--- config.mk ---
export PLATFORM = sky130hd
export DESIGN_NAME = fetch_queue
export DESIGN_NICKNAME = d
export VERILOG_FILES = /design/src/rtl/fetch_queue.sv
export SDC_FILE = /design/constraint.sdc
export NUM_CORES = 1
export LEC_CHECK = 0
export CORE_MARGIN = 1
export CORE_UTILIZATION = 35
export CTS_BUF_LIST = sky130_fd_sc_hd__clkbuf_8
export CTS_CLUSTER_DIAMETER = 150
export DETAILED_ROUTE_END_ITERATION = 8
export SYNTH_ARGS = -nofsm -noshare
export SYNTH_HDL_FRONTEND = slang
export SYNTH_SLANG_ARGS = --single-unit
--- constraint.sdc ---
create_clock -name Clk -period 7.5 [get_ports Clk]
set_clock_uncertainty 0.15 [all_clocks]
set_input_delay 1.125 -clock Clk [delete_from_list [all_inputs] [get_ports Clk]]
set_output_delay 1.125 -clock Clk [all_outputs]
set_load 0.005 [all_outputs]
--- src/rtl/fetch_queue.sv ---
// fetch_queue: circular FIFO of {PC, instruction} pairs between fetch and decode.
// Define FETCH_QUEUE_BYPASS_EN to let an empty queue pass input straight to outputs.
module fetch_queue #(
    parameter int DEPTH = 4
) (
    input  logic                     Clk,
    input  logic                     Reset,
    input  logic [31:0]              PCResult,
    input  logic [31:0]              Instruction,
    input  logic                     FetchValid,
    input  logic                     DecodeReady,
    input  logic                     Flush,
    output logic [31:0]              InstructionOut,
    output logic [31:0]              PCPlus4Out,
    output logic                     OutValid,
    output logic                     FetchStall,
    output logic [$clog2(DEPTH):0]   Count
);
    localparam int AW = $clog2(DEPTH);

    logic [31:0]   pc_mem [DEPTH];
    logic [31:0]   instr_mem [DEPTH];
    logic [AW-1:0] rd_ptr, wr_ptr;
    logic          empty, bypass, push, pop;

    assign empty      = Count == '0;
    assign FetchStall = Count == (AW+1)'(DEPTH);
`ifdef FETCH_QUEUE_BYPASS_EN
    assign bypass = empty && FetchValid && !Flush;
`else
    assign bypass = 1'b0;
`endif
    // A bypassed pair taken by decode this cycle never enters the array
    assign push = FetchValid && !FetchStall && !Flush && !(bypass && DecodeReady);
    assign pop  = !empty && DecodeReady && !Flush;

    assign OutValid       = !empty || bypass;
    assign InstructionOut = bypass ? Instruction : (empty ? 32'h0 : instr_mem[rd_ptr]);
    assign PCPlus4Out     = bypass ? PCResult + 32'd4 : (empty ? 32'h0 : pc_mem[rd_ptr] + 32'd4);

    always_ff @(posedge Clk) begin
        if (push) begin
            pc_mem[wr_ptr]    <= PCResult;
            instr_mem[wr_ptr] <= Instruction;
        end
    end

    always_ff @(posedge Clk) begin
        if (Reset || Flush) begin
            rd_ptr <= '0;
            wr_ptr <= '0;
            Count  <= '0;
        end else begin
            if (push) wr_ptr <= wr_ptr + 1'b1;
            if (pop) rd_ptr <= rd_ptr + 1'b1;
            Count <= Count + (AW+1)'(push) - (AW+1)'(pop);
        end
    end
endmodule

# Word-level counts from Yosys, hierarchy flattened
# Memory sizes are Yosys's and may differ from the RTL's. A register that Yosys moved wholly into a read port is not among the register bits.
# Index checks and enable logic that the tools add are counted.
dict set report word_totals {
  regBits 7
  ramBits 256
  in_bits 69
  wordCells 28
  mem_count 2
}
# memory words width rd rd_clocked_by_memory_dff wr line_no
set memory_table {}
lappend memory_table {instr_mem 4 32 1 1 1 22} ;# logic [31:0] instr_mem [DEPTH];
lappend memory_table {pc_mem 4 32 1 1 1 21} ;# logic [31:0] pc_mem [DEPTH];
dict set report classes {
  addsub 5
  eq_ne 1
  n_mux 8
  reduce_logical 9
}
# cell n
set ops {}
lappend ops {{2-to-1 mux 32 bit} 2}
lappend ops {{adder 32 x 3 -> 32 bit, second input constant} 1}
lappend ops {{2-to-1 mux 2 bit} 4}
lappend ops {{adder 2 x 1 -> 2 bit, second input constant} 2}
lappend ops {{logical AND 1 bit} 4}
lappend ops {{adder 3 x 1 -> 3 bit} 1}
lappend ops {{== test 3 bit, second input constant} 1}
lappend ops {{logical NOT 1 bit} 3}
lappend ops {{logical NOT 3 bit} 1}
lappend ops {{subtractor 3 x 1 -> 3 bit} 1}
lappend ops {{2-to-1 mux 1 bit} 2}
lappend ops {{logical OR 1 bit} 1}

# Longest topological paths before layout
# Gate-level depths: netlist of run 1.
dict set report depth {
  depth_word 6
  depth_mapped 11
  ltp_nobuf 11
}

# Worst setup path before layout of run 1
# OpenSTA, ideal clock, no wires.
dict set report synth_path {
  kind {reg2out}
  start {register (tool-made name)}
  end {output port PCPlus4Out[22]}
  arrival_time_ns 2.283
  path_slack_ns 3.942
  path_stages_with_launch 10
  path_buffers 2
  cell_sequence {dfxtp_1 buf_4 mux4_2 ha_1 nand2_1 o22ai_1 nand4_1 buf_2 nor4_1 mux2i_1}
}
# item line_no
set synth_lines {}
lappend synth_lines {{end, declared} 14} ;# output logic [31:0] PCPlus4Out,

==> results.py, run 1 <==
metrics = {
    "floorplan": {
        "coreArea_um2": 29950,
        "fp.dieH_um": 177.4,
        "initial_core_util_pct": 35.94,
        "die_area_um2": 31460,
        "die_w_um": 177.4,
        "row_count": 63,
        "ios": 138,
    },
    "power_and_ir_drop": {
        "peakVddDrop_uv": 124.0,
        "power_density_nw_per_um2": 223.1,
        "leakagePower_nw": 4.190,
        "p_total_mw": 2.978,
    },
    "cts": {
        "hold_buffers": 0,
        "path_clk_slew_ns": 0.05,
        "cts_tree": "built",
        "cts_root_buffer": "clkbuf_8",
        "htree_levels": 2,
        "cts_buffers": 45,
        "post_cts_resize_count": 0,
        "clockBufferDepth": 3,
        "cts_setup_buffers": 0,
        "clock_latency_ns": 0.54,
        "clkSinkCount": 265,
    },
    "flow_run": {
        "maxCapViolCount": 0,
    },
    "route": {
        "drc": 0,
        "routed_wl_mm": 22.71,
        "drt_iter0_drc": 356,
        "avgRoutedWirePerCell_um": 19.80,
        "drtAntennaViolNets": 0,
        "viasPerCell": 4.987,
        "first_pass_iters": 5,
        "vias": 5720,
    },
    "yosys": {
        "yosysWarningCount": 0,
        "synth_cells": 560,
        "seq_area_frac_synth_pct": 73.08,
        "syn-num-nets": 637,
        "synthesis.area_um2": 10770,
        "synth-main-ff-cell": "edfxtp_1",
        "synth_edf_count": 256,
        "async_flop_share_pct": 0,
        "syn_avg_cell_area_um2": 19.22,
        "synth_cell_types": 40,
        "synth_seq_cells": 265,
    },
    "worst_setup_path": {
        "cp.required_ns": 6.22,
        "start_kind": "flop",
        "crit_fanout": 66,
        "critPathCaptureType": "output port",
        "critical_path_class": "flop to output port",
        "worst_ep_arrival_time_ns": 4.52,
    },
    "global_routing": {
        "gr-max-usage-layer": "met2",
        "track_usage_pct": 14.74,
        "grt_pass1_wl_mm": 34.63,
        "grt_pass1_vias": 6285,
        "grt_overflow": 0,
        "grt_max_degree": 67,
        "grt_antenna_before_repair": 2,
        "use_met2_pct": 24.66,
        "met1_usage_pct": 18.36,
        "use_met3_pct": 4.135,
    },
    "timing": {
        "slew_violations": 0,
        "fmaxAchievable_mhz": 172.7,
        "finalSetupTns_ns": 0,
        "slew-limit-headroom_pct": 30.26,
        "worst_pin_slew_ns": 1.046,
        "finalHoldViolCount": 0,
        "rsz0062_at_grt": "no",
        "setup_violations": 0,
        "finalCritPeriodShare_pct": 77.21,
        "fin_crit_ns": 5.791,
    },
    "placement": {
        "gp_congestion": 0.8058,
        "dp_hpwl_mm": 13.31,
        "place.port_buffers": 137,
    },
    "layout": {
        "drive_above_1_share_pct": 18.41,
        "seq_area_um2": 7875,
        "final_common_cell": "edfxtp_1",
        "nNetsFinal": 799,
        "area_delta_synth_final_pct": 23.99,
        "final_cell_mix": "256 x edfxtp_1, 137 x clkdlybuf4s50_1, 64 x mux4_2",
        "multi_input_area_um2": 2743,
        "fill_cells": 2600,
    },
    "outcome": {
        "outcome": "finished, final reports clean",
    },
    "min_path": {
        "hold_class": "flop to flop",
    },
}
-- final cells by class --
type                    instances  share of cell area (%)
multi-input cells             257                   20.55
inverters                      13                  0.3656
repair buffers                140                   10.44
flip-flops and latches        265                   59.00
clock inverters                31                  0.8999
clock buffers                  49                   5.052
well taps                     390                   3.656
diodes                          2                 0.03750
-- worst paths after layout --
check / startpoint / end / slack [ns] / cells after the start
setup / recovery: flop / PCPlus4Out[20] / 1.71 / 8
hold reg to reg: rd_ptr[1]$_SDFFE_PP0P_ / rd_ptr[1]$_SDFFE_PP0P_ / 0.41 / 2
hold / removal: rd_ptr[1]$_SDFFE_PP0P_ / rd_ptr[1]$_SDFFE_PP0P_ / 0.41 / 2
setup reg to reg: Count[1]$_SDFF_PP0_ / Count[2]$_SDFF_PP0_ / 4.85 / 11
-- report_power, final --
part | internal [mW] | switching (mW)
combinational | 0.0962 | 0.0870
sequential | 1.65 | 0.00709
clock | 0.594 | 0.541
-- registers in the layout, summed over array words and instances, names as in the netlist, named ones only --
signal     flops
instr_mem    128
pc_mem       128
Count          3
rd_ptr         2
wr_ptr         2
-- kinds of logic (layout without fill, tap and decap cells) --
logic type	after synthesis	in the layout	synth area share [%]
multiplexers	75	75	14.41
flip-flops	265	265	73.08
AO/OA/AOI/OAI	23	23	1.313
AND/OR/NAND/NOR	137	137	7.473
XOR/XNOR	14	14	1.139
adder cells (fa/ha/maj)	8	8	0.9995
buffers and inverters	38	233	1.581
other	0	2	0
-- per-layer routing --
metal	vias up	wire, um
met1	2868	9533
met2	225	11010
met5	-	0
met4	0	450
met3	42	1714
li1	2585	-
-- critical path: stages (launching register included) --
cell and delay [ns]:
dfxtp_4 0.99, mux4_2 0.44, ha_1 0.22, nand2_1 0.06, o22ai_1 0.27, nand4_1 0.54, or4_1 0.68, a21oi_1 0.16
clkdlybuf4s50_1 0.51
-- through the flow --
stage	hold slack (ns)	utilization, %	area (um2)	worst slack [ns]	cells
after detailed placement	0.4082	41.89	12550	2.272	1065
after global placement	0.3630	41.89	12550	2.341	1065
final	0.4052	44.56	13350	1.709	1147
after floorplan	0.3347	-	10770	3.942	560
after CTS	0.4199	44.54	13340	1.677	1145
after global routing	0.4670	44.54	13340	1.382	1145
-- synthesized netlist by cell type, types with 4 or more instances --
master    count  area (um2)
and2_1       41       256.5
dfxtp_1       9       180.2
nand4_1       4       25.02
nor4_1        8       50.05
nand2_1      23       86.33
or4_1         6       45.04
clkbuf_1     14       52.55
edfxtp_1    256        7687
xor2_1        5       43.79
a21oi_1      10       50.05
o31ai_1       6       45.04
inv_1        13       48.80
or2_2         8       50.05
ha_1          7       87.58
mux2i_1      11       110.1
nor2_1       21       78.83
or3_1         4       25.02
xnor2_1       9       78.83
mux4_2       64        1441
nand3_1       5       25.02
buf_2         7       35.03
Note: power is estimated with default switching activity, not from simulation.
==> inputs of run 2 (changes only) <==
- clock period: 7.5 -> 5.5 ns (I/O delays scaled with it)
==> results.py, run 2 (synthesized netlist as in run 1, its figures left out) <==
metrics = {
    "cts": {
        "clockBufferDepth": 3,
        "clkSinkCount": 265,
        "cts_setup_buffers": 0,
        "cts_buffers": 44,
        "cts_root_buffer": "clkbuf_8",
        "clock_latency_ns": 0.52,
        "cts_tree": "built",
        "htree_levels": 2,
        "post_cts_resize_count": 0,
        "path_clk_slew_ns": 0.06,
        "hold_buffers": 0,
    },
    "timing": {
        "worst_pin_slew_ns": 1.043,
        "fmaxAchievable_mhz": 193.8,
        "finalSetupTns_ns": 0,
        "slew_violations": 0,
        "rsz0062_at_grt": "no",
        "fin_ws_ns": 0.3408,
        "finalHoldViolCount": 0,
        "finalCritPeriodShare_pct": 93.80,
        "fin_crit_ns": 5.159,
        "setup_violations": 0,
        "slew-limit-headroom_pct": 30.50,
    },
    "route": {
        "drtAntennaViolNets": 0,
        "avgRoutedWirePerCell_um": 19.26,
        "viasPerCell": 4.979,
        "routed_wl_mm": 22.08,
        "drc": 0,
        "vias": 5706,
        "first_pass_iters": 4,
        "drt_iter0_drc": 260,
    },
    "worst_setup_path": {
        "critical_path_class": "flop to output port",
        "critPathCaptureType": "output port",
        "start_kind": "flop",
        "cp.required_ns": 4.53,
        "crit_fanout": 33,
        "worst_ep_arrival_time_ns": 4.18,
    },
    "global_routing": {
        "use_met3_pct": 4.520,
        "grt_max_degree": 65,
        "use_met2_pct": 23.84,
        "grt_antenna_before_repair": 2,
        "track_usage_pct": 14.23,
        "gr-max-usage-layer": "met2",
        "met1_usage_pct": 17.65,
        "grt_overflow": 0,
        "grt_pass1_wl_mm": 34.08,
        "grt_pass1_vias": 6146,
    },
    "outcome": {
        "outcome": "finished, final reports clean",
    },
    "power_and_ir_drop": {
        "power_density_nw_per_um2": 305.9,
        "p_total_mw": 4.091,
        "sw_frac_of_total_pct": 20.77,
        "peakVddDrop_uv": 186.1,
        "pwr-share-clk_pct": 38.7,
        "p_int_mw": 3.241,
        "p_seq_share_pct": 55.3,
        "combPwrFrac_pct": 6.0,
        "switching_power_mw": 0.8496,
        "leakagePower_nw": 4.214,
    },
    "layout": {
        "drive_above_1_share_pct": 18.68,
        "final_util_pct": 44.64,
        "nNetsFinal": 799,
        "multi_input_area_um2": 2743,
        "top_regs": "instr_mem x128, pc_mem x128, Count x3",
        "final_common_cell": "edfxtp_1",
        "finalInstanceArea_um2": 13370,
        "area_delta_synth_final_pct": 24.22,
        "fill_cells": 2614,
        "final_cell_mix": "256 x edfxtp_1, 137 x clkdlybuf4s50_1, 64 x mux4_2",
        "seq_area_um2": 7875,
    },
    "placement": {
        "dpl-instance-area_um2": 12560,
        "gp_congestion": 0.8383,
        "dp_hpwl_mm": 12.91,
        "pre_cts_ws_ns": 0.8479,
        "place.port_buffers": 137,
    },
    "floorplan": {
        "ios": 138,
        "die_area_um2": 31460,
        "coreArea_um2": 29950,
        "fp.dieH_um": 177.4,
        "initial_core_util_pct": 35.94,
        "die_w_um": 177.4,
        "row_count": 63,
    },
    "min_path": {
        "hold_class": "flop to flop",
    },
    "flow_run": {
        "maxCapViolCount": 0,
    },
}
-- run 2: per-stage QoR --
step / hold WS [ns] / cells
floorplan: 0.3347 / 560
detailed placement: 0.3692 / 1066
global placement: 0.3686 / 1066
CTS: 0.3880 / 1145
finish: 0.3903 / 1146
global route: 0.4347 / 1145
-- run 2: cell type report --
cell class	count	share of cell area, %
clock inverter	30	1.048
clock buffer	49	5.043
antenna	1	0.01871
multi-input combinational	257	20.51
tap	390	3.649
timing repair buffer	141	10.48
sequential	265	58.89
inverter	13	0.3649
-- run 2: worst max-delay path, cell delays in order, from the launching register on --
cell and delay, ns:
dfxtp_4 0.76, mux4_2 0.41, ha_1 0.21, nand2_1 0.06
o22ai_1 0.27, nand4_1 0.54, or4_1 0.68, a21oi_1 0.18
clkdlybuf4s50_1 0.52
-- run 2: power groups by stage --
stage | sequential, mW | clock (mW) | combinational [mW]
2_1_floorplan | 2.30 | 0 | 0.104
3_3_place_gp | 2.30 | 0 | 0.244
3_5_place_dp | 2.30 | 0 | 0.250
4_1_cts | 2.26 | 1.63 | 0.252
5_1_grt | 2.26 | 1.71 | 0.270
6_report | 2.26 | 1.58 | 0.247
-- run 2: final timing paths --
check / slack, ns / depth (start not counted) / to / from
setup / recovery: 0.34 / 8 / PCPlus4Out[20] / flop
hold / removal: 0.39 / 2 / rd_ptr[1]$_SDFFE_PP0P_ / rd_ptr[1]$_SDFFE_PP0P_
setup reg to reg: 2.85 / 11 / Count[2]$_SDFF_PP0_ / Count[1]$_SDFF_PP0_
hold reg to reg: 0.39 / 2 / rd_ptr[1]$_SDFFE_PP0P_ / rd_ptr[1]$_SDFFE_PP0P_
-- run 2: per-layer routing --
metal	wire, um	vias up
li1	-	2578
met2	10600	191
met1	9407	2893
met3	1660	42
met4	391	2
met5	13	-
